--- config.mk ---
export PLATFORM = sky130hd
export DESIGN_NAME = gfx256_cuvz_arb
export DESIGN_NICKNAME = d
export VERILOG_FILES = /design/src/rtl/gfx256_cuvz_arb.sv
export SDC_FILE = /design/constraint.sdc
export NUM_CORES = 1
export LEC_CHECK = 0
export ABC_AREA = 1
export BUFFER_PORTS_ARGS = -buffer_cell sky130_fd_sc_hd__clkbuf_2
export CAP_MARGIN = 20
export CORE_ASPECT_RATIO = 2
export CORE_MARGIN = 2
export CORE_UTILIZATION = 51
export DETAILED_ROUTE_END_ITERATION = 10
export GPL_TIMING_DRIVEN = 0
export HOLD_SLACK_MARGIN = 0.06
export MAX_ROUTING_LAYER = met4
export PLACE_DENSITY = 0.93
export SLEW_MARGIN = 20
export SYNTH_ARGS = -nofsm -noshare
export SYNTH_HDL_FRONTEND = slang
export SYNTH_SLANG_ARGS = --single-unit
--- constraint.sdc ---
create_clock -name clk_i -period 2 [get_ports clk_i]
set_input_delay 0.3 -clock clk_i [delete_from_list [all_inputs] [get_ports clk_i]]
set_output_delay 0.3 -clock clk_i [all_outputs]
set_load 0.01 [all_outputs]
--- src/rtl/gfx256_cuvz_arb.sv ---
// Round-robin two-port arbiter and sequencer for the shared colour/UV/Z interpolator.
// Issues the winner's operands, forwards the result strobe downstream and closes both handshakes.
module gfx256_cuvz_arb #(
    parameter int unsigned point_width = 16,
    parameter int unsigned timeout     = 255,
    localparam int unsigned cnt_width  = 32
) (
    input  logic                   clk_i,
    input  logic                   rst_i,
    input  logic                   req0_i,
    input  logic [point_width-1:0] x0_i,
    input  logic [point_width-1:0] y0_i,
    input  logic [point_width-1:0] f00_i,
    input  logic [point_width-1:0] f01_i,
    output logic                   ack0_o,
    input  logic                   req1_i,
    input  logic [point_width-1:0] x1_i,
    input  logic [point_width-1:0] y1_i,
    input  logic [point_width-1:0] f10_i,
    input  logic [point_width-1:0] f11_i,
    output logic                   ack1_o,
    output logic                   cuvz_write_o,
    output logic [point_width-1:0] cuvz_x_o,
    output logic [point_width-1:0] cuvz_y_o,
    output logic [point_width-1:0] cuvz_f0_o,
    output logic [point_width-1:0] cuvz_f1_o,
    input  logic                   cuvz_write_i,
    output logic                   cuvz_ack_o,
    input  logic                   cuvz_ack_i,
    output logic                   pix_write_o,
    input  logic                   pix_ack_i,
    output logic                   owner_o,
    output logic                   busy_o,
    output logic                   err_o,
    input  logic                   clr_i,
    output logic [cnt_width-1:0]   cnt0_o,
    output logic [cnt_width-1:0]   cnt1_o
);

    localparam int unsigned wd_width = 8;

    typedef enum logic [2:0] {
        IDLE    = 3'd0,
        ISSUE   = 3'd1,
        CALC    = 3'd2,
        OUT     = 3'd3,
        RELEASE = 3'd4
    } state_t;

    state_t                 state_q, state_d;
    logic                   last_grant_q, last_grant_d;
    logic [wd_width-1:0]    wdog_q, wdog_d;
    logic                   owner_d, busy_d, err_d;
    logic                   ack0_d, ack1_d, cuvz_write_d, cuvz_ack_d, pix_write_d;
    logic [point_width-1:0] x_d, y_d, f0_d, f1_d;
    logic [cnt_width-1:0]   cnt0_d, cnt1_d;
    logic                   req0_m, req1_m, grant, abort, done;

    // State and registered outputs
    always_ff @(posedge clk_i) begin
        if (rst_i) begin
            state_q      <= IDLE;
            last_grant_q <= 1'b1;
            wdog_q       <= '0;
            owner_o      <= 1'b0;
            busy_o       <= 1'b0;
            err_o        <= 1'b0;
            ack0_o       <= 1'b0;
            ack1_o       <= 1'b0;
            cuvz_write_o <= 1'b0;
            cuvz_ack_o   <= 1'b0;
            pix_write_o  <= 1'b0;
            cuvz_x_o     <= '0;
            cuvz_y_o     <= '0;
            cuvz_f0_o    <= '0;
            cuvz_f1_o    <= '0;
            cnt0_o       <= '0;
            cnt1_o       <= '0;
        end else begin
            state_q      <= state_d;
            last_grant_q <= last_grant_d;
            wdog_q       <= wdog_d;
            owner_o      <= owner_d;
            busy_o       <= busy_d;
            err_o        <= err_d;
            ack0_o       <= ack0_d;
            ack1_o       <= ack1_d;
            cuvz_write_o <= cuvz_write_d;
            cuvz_ack_o   <= cuvz_ack_d;
            pix_write_o  <= pix_write_d;
            cuvz_x_o     <= x_d;
            cuvz_y_o     <= y_d;
            cuvz_f0_o    <= f0_d;
            cuvz_f1_o    <= f1_d;
            cnt0_o       <= cnt0_d;
            cnt1_o       <= cnt1_d;
        end
    end

    // Next state and next register values
    always_comb begin
        state_d      = state_q;
        last_grant_d = last_grant_q;
        wdog_d       = wdog_q;
        owner_d      = owner_o;
        err_d        = err_o & ~clr_i;
        ack0_d       = 1'b0;
        ack1_d       = 1'b0;
        cuvz_write_d = 1'b0;
        cuvz_ack_d   = 1'b0;
        pix_write_d  = pix_write_o;
        x_d          = cuvz_x_o;
        y_d          = cuvz_y_o;
        f0_d         = cuvz_f0_o;
        f1_d         = cuvz_f1_o;
        cnt0_d       = cnt0_o;
        cnt1_d       = cnt1_o;
        grant        = 1'b0;
        abort        = 1'b0;
        done         = 1'b0;
        // A requester still holding its line while its ack is out must not be re-granted
        req0_m       = req0_i & ~ack0_o;
        req1_m       = req1_i & ~ack1_o;

        case (state_q)
            IDLE: begin
                if (req0_m || req1_m) begin
                    grant        = (req0_m && req1_m) ? ~last_grant_q : req1_m;
                    owner_d      = grant;
                    last_grant_d = grant;
                    x_d          = grant ? x1_i  : x0_i;
                    y_d          = grant ? y1_i  : y0_i;
                    f0_d         = grant ? f10_i : f00_i;
                    f1_d         = grant ? f11_i : f01_i;
                    cuvz_write_d = 1'b1;
                    state_d      = ISSUE;
                end
            end
            ISSUE: begin
                wdog_d  = wd_width'(timeout);
                state_d = CALC;
            end
            CALC: begin
                if (cuvz_write_i) begin
                    pix_write_d = 1'b1;
                    state_d     = OUT;
                end else if (wdog_q <= wd_width'(1)) begin
                    abort = 1'b1;
                end else begin
                    wdog_d = wdog_q - wd_width'(1);
                end
            end
            OUT: begin
                if (pix_write_o && pix_ack_i) begin
                    pix_write_d = 1'b0;
                    cuvz_ack_d  = 1'b1;
                    wdog_d      = wd_width'(timeout);
                    state_d     = RELEASE;
                end
            end
            RELEASE: begin
                if (cuvz_ack_i) begin
                    done = 1'b1;
                end else if (wdog_q <= wd_width'(1)) begin
                    abort = 1'b1;
                end else begin
                    wdog_d = wdog_q - wd_width'(1);
                end
            end
            default: state_d = IDLE;
        endcase

        if (abort || done) begin
            ack0_d  = ~owner_o;
            ack1_d  = owner_o;
            state_d = IDLE;
        end
        if (abort) begin
            err_d       = 1'b1;
            pix_write_d = 1'b0;
            cuvz_ack_d  = 1'b0;
        end
        if (done) begin
            if (owner_o) cnt1_d = cnt1_o + cnt_width'(1);
            else         cnt0_d = cnt0_o + cnt_width'(1);
        end
        if (clr_i) begin
            cnt0_d = '0;
            cnt1_d = '0;
        end
        busy_d = (state_d != IDLE);
    end

endmodule

=== Word-level counts from Yosys, hierarchy flattened ===
Cells that the tools add are included.

* Add/subtract/negate cells: 3
* $mul: 0
* Div/mod/pow operators: 0
* $lt $le $gt $ge: 1
* Equal/unequal tests: 8
* Shift operators: 0
* Mux-type cells: 27
* Bitwise gates (word level): 11
* Reductions and logical operators: 18

{| class="wikitable"
|+ Operators with widths
! cell !! count
|-
| adder 32 x 1 -> 32 bit (second input constant) || 2
|-
| 2-to-1 mux 16 bit || 4
|-
| 2-to-1 mux 8 bit || 4
|-
| case mux 8 bit (4 select lines) || 1
|-
| case mux 3 bit (5 select lines) || 1
|-
| 2-to-1 mux 3 bit || 4
|-
| 2-to-1 mux 1 bit || 11
|-
| <= comparator 8 x 1 -> 1 bit (second input constant) || 1
|-
| inequality test 2 bit (second input constant) || 4
|-
| NOT 1 bit || 8
|-
| OR reduction 2 bit || 4
|-
| subtractor 8 x 1 -> 8 bit (second input constant) || 1
|-
| equality test 3 x 2 -> 1 bit (second input constant) || 2
|-
| AND reduction 2 bit || 3
|-
| case mux 1 bit (2 select lines) || 2
|-
| AND reduction 4 bit || 1
|-
| nonzero test 4 bit || 1
|-
| AND 1 bit || 3
|-
| equality test 3 x 1 -> 1 bit (second input constant) || 1
|-
| equality test 3 bit (second input constant) || 1
|-
| zero test 3 bit || 1
|-
| AND reduction 3 bit || 1
|-
| nonzero test 3 bit || 1
|-
| OR reduction 3 bit || 1
|-
| other kinds (3) || 5
|}

* Register bits after elaboration: 148
* Bits in latches: 0
* Memory bits (writable): 0
* Memory bits (read-only): 0
* Logic and storage cells: 85
* Memories kept: 0

=== Longest topological paths before layout ===
* Word-level depth: 7
* Mapped depth: 12
* Gate-level depth less buffers: 12

=== Worst setup path after synthesis ===
OpenSTA, ideal clock, no wires.

* Kind: register to register
* Start: reg cnt1_o[1]
* End: reg cnt1_o[18]
* Setup time: 110 ps
* Arrival: 1438 ps
* Data required time: 1890 ps
* Path slack: 452 ps
* Stages on the path, launching flop included: 11
* Period minus slack after synthesis: 1548 ps
* Path through: dfxtp_1 > ha_1 > inv_1 > nor2_1 > nand2_1 > nor2_2 > nand2_2 > nor2_2 > nand3_1 > nand2_1 > nor2_1

* Cells in the longest elaborated chain, start to end: 1

{| class="wikitable"
|+ RTL lines
! what !! RTL line !! RTL
|-
| start, declared || 37 || <nowiki>output logic [cnt_width-1:0] cnt1_o</nowiki>
|-
| start signal, assigned || 96 || <nowiki>cnt1_o <= cnt1_d;</nowiki>
|-
| adder 32 x 1 -> 32 bit || 184 || <nowiki>if (owner_o) cnt1_d = cnt1_o + cnt_width'(1);</nowiki>
|}

Every way passes these cells.
A chain may end at the register's enable or synchronous reset.

=== Worst setup path in the final report ===
* Start: reg state_q[0]
* End: reg cnt1_o[21]

* Cells in the longest elaborated chain, start to end: 3

{| class="wikitable"
|+ RTL lines
! what !! RTL line !! RTL
|-
| start, declared || 50 || <nowiki>state_t state_q, state_d;</nowiki>
|-
| start signal, assigned || 80 || <nowiki>state_q <= state_d;</nowiki>
|-
| equality test 3 bit || 125 || <nowiki>case (state_q)</nowiki>
|-
| 2-to-1 mux 1 bit || 125 ||
|-
| AND reduction 2 bit (no source line) || n/a ||
|}

Every way passes these cells.

==> reports/metrics.cfg <==
[routing]
route.detailed.drc = 0
drtIter0Drc = 539
dr_total_vias = 9318
wl_met2_microns = 14400
detail_route.wl_per_cell_microns = 15.8
dr.max_layer_used = met4
routed_wl_microns = 27300
ant_nets = 0
wl_met3_microns = 1900
first_pass_iters = 5
met1_length_microns = 8880
routed_via_density = 5.39

[setup_path]
r2r_cells = 9
reg2reg_setup_slack_ns = 0.08
rr_startpoint = state_q[0]$_SDFF_PP0_
critPathArrivalTime_ns = 2.28
cp-end-kind = register
crit_required_ns = 2.36
start_kind = register
crit_type = register to register
path_max_fanout = 6
r2r_end = cnt1_o[21]$_SDFFE_PP0P_
crit_start = state_q[0]$_SDFF_PP0_

[floorplan]
fp.coreArea_sq_mm = 0.0148
placementRows = 63
die_w_microns = 91.2
die_h_microns = 178
dieArea_sq_mm = 0.0163
ios = 272
initial_core_util_pct = 52.3

[cts]
cts_buffers = 17
cts.hold.buffers_added = 0
clock_latency_ns = 0.43
cts_tree = done
clock_path_buffers = 2
post_cts_buffers = 0
clkSinkCount = 148
htree_num_levels = 4
postCtsResizedCells = 0
path_clk_slew_ns = 0.07
root_buffer = clkbuf_16

[synthesis]
ys_dominant_reg_cell = dfxtp_1
synthTopCellsByArea = dfxtp_1, nand2_1, inv_1, nand3_1, nor2_1
syn-num-nets = 1372
synth_mux_area_share_pct = 0
yosysTopAreaCellShare_pct = 38.2
syn_area_sq_mm = 0.00776
synth_edf_count = 0
yosysWarnings = 0
ys_types = 31
ys_ff_latch = 148
ys_async_sr_fraction_pct = 0
syn_avg_cell_area_sq_um = 6.30
synth_top_family_by_area = simple AND/OR/NAND/NOR gates
synth_area_leader_cell = dfxtp_1
synth_cells = 1232
synth_xor_area_share_pct = 1.02
synth_compound_area_share_pct = 11.4
synthSimpleGateAreaFrac_pct = 37.7
synthAdderAreaFrac_pct = 0.645
seq_area_frac_synth_pct = 38.2

[min_path]
hp-class = input port to register
holdPathStages = 5
hp-start = f11_i[10]
holdPathEnd = cuvz_f1_o[10]$_SDFFE_PP0P_

[grt]
grt_util_all_layers_pct = 34.1
antenna_found_initial = 0
grt-ovfl-total = 0
grt_max_degree = 17
grt_pass1_vias = 9164
grt_pass1_wl_microns = 42800

[layout]
num_antenna_cells = 0
num-nets-final = 1662
drive_above_1_share_pct = 22.5
multi_input_area_sq_mm = 0.00396
final_common_cell = nand2_1
fin_area_sq_mm = 0.00992
area_growth_pct = 27.9
fillers = 1310
most-common-layout-cells = nand2_1, clkbuf_2, inv_1
seqCellArea_sq_mm = 0.00296

[timing]
final.min_clock_period_ns = 1.92
finClkSkew_ns = 0.00929
drv_slew = 0
finalCritPeriodShare_pct = 95.9
tns_ns = 0
setup_viol = 0
whs_ns = 0.203
max_freq_ghz = 0.522
rsz0062_at_grt = true
hold_violations = 0
relSlewSlack_pct = 55.3
worst_pin_slew_ns = 0.670

[placed_design]
gp_congestion = 1.04
dp_hpwl_microns = 21500
place_area_sq_mm = 0.00936
portBuffers = 271

[pwr]
finalPower_mw = 8.01
pwr-share-comb_pct = 19.7
p_switching_mw = 2.59
p_leak_nw = 4.85
irDropWorstVdd_uv = 724
power_frac_seq_pct = 42.1
p_per_area_mw_per_mm2 = 807
netSwitchingFraction_pct = 32.3
internal-power_mw = 5.42
pwr-share-clk_pct = 38.2

[run_status]
status = complete, no violations

[job]
maxCapViolations = 0

==> power by group through the flow <==
stage               logic [mW]  registers, mW  clock network (mW)
floorplan                0.832           3.50                   0
finish                    1.58           3.37                3.06
global route              1.73           3.39                3.20
detailed placement        1.55           3.41                   0
CTS                       1.56           3.36                3.07
global placement          1.50           3.41                   0
==> logic make-up (layout without fill, tap and decap cells) <==
kind of cell	Yosys count	after routing
flops	148	148
xor+xnor	9	9
fa+ha+maj	4	4
simple gates	709	709
buf+inv	220	523
compound gates	142	142
==> final cells by class <==
type	instances	share of cell area [%]
plain buffers	47	2.07
clock buffers	18	4.33
clock inverters	14	1.17
inverters	173	6.55
multi-input cells	864	39.9
flip-flops and latches	148	29.9
well taps	195	2.46
repair buffers	271	13.7
==> routing by layer <==
layer  global-route usage, %  vias up
li1                        -     4481
met1                    29.9     4175
met2                    63.2      507
met3                    7.65      155
met4                    24.0        0
met5                       -        -
==> cell usage after synthesis, types with 5 or more instances <==
library cell,n
nor2_1,144
dfxtp_1,148
xor2_1,7
nand4_1,9
inv_2,5
nand2_1,407
buf_2,21
a21oi_1,49
nand3_1,118
buf_1,6
inv_1,166
clkbuf_1,20
nand2_2,6
nor2_2,6
o21ai_0,18
o211ai_1,64
nor3_1,9
==> worst max-delay path by stage <==
stage                                to  cells after the start  slack [ns]
6_report        cnt1_o[21]$_SDFFE_PP0P_                      9        0.08
3_5_place_dp   cuvz_x_o[1]$_SDFFE_PP0P_                     10         0.1
4_1_cts        cuvz_x_o[1]$_SDFFE_PP0P_                      8        0.10
5_1_grt         cnt1_o[18]$_SDFFE_PP0P_                     11       -0.03
3_3_place_gp   cuvz_x_o[1]$_SDFFE_PP0P_                     10        0.11
2_1_floorplan   cnt1_o[18]$_SDFFE_PP0P_                     10        0.45
==> worst max-delay path, stage by stage, from the launching register on <==
cell	delay, ns
dfxtp_1	0.38
nor2_4	0.17
nand4_1	0.34
nor2_2	0.35
nand2_2	0.16
nor2_2	0.17
nand2_1	0.08
nand2_1	0.08
inv_1	0.04
nor2_1	0.09
==> per-stage QoR <==
step / setup slack [ns] / utilization, % / cells
after CTS: 0.101 / 66.8 / 1730
final: 0.0825 / 66.9 / 1730
after global routing: -0.0315 / 66.9 / 1730
after global placement: 0.106 / 63.1 / 1698
after detailed placement: 0.0998 / 63.1 / 1698
after floorplan: 0.452 / - / 1232
==> flip-flops by register name, summed over array words and instances (netlist names), 3 cells and up <==
signal,cells
cuvz_x_o,16
cnt1_o,32
cuvz_f1_o,16
state_q,3
cuvz_y_o,16
cnt0_o,32
cuvz_f0_o,16
wdog_q,8
No activity file was read; power rests on OpenSTA's default activity.
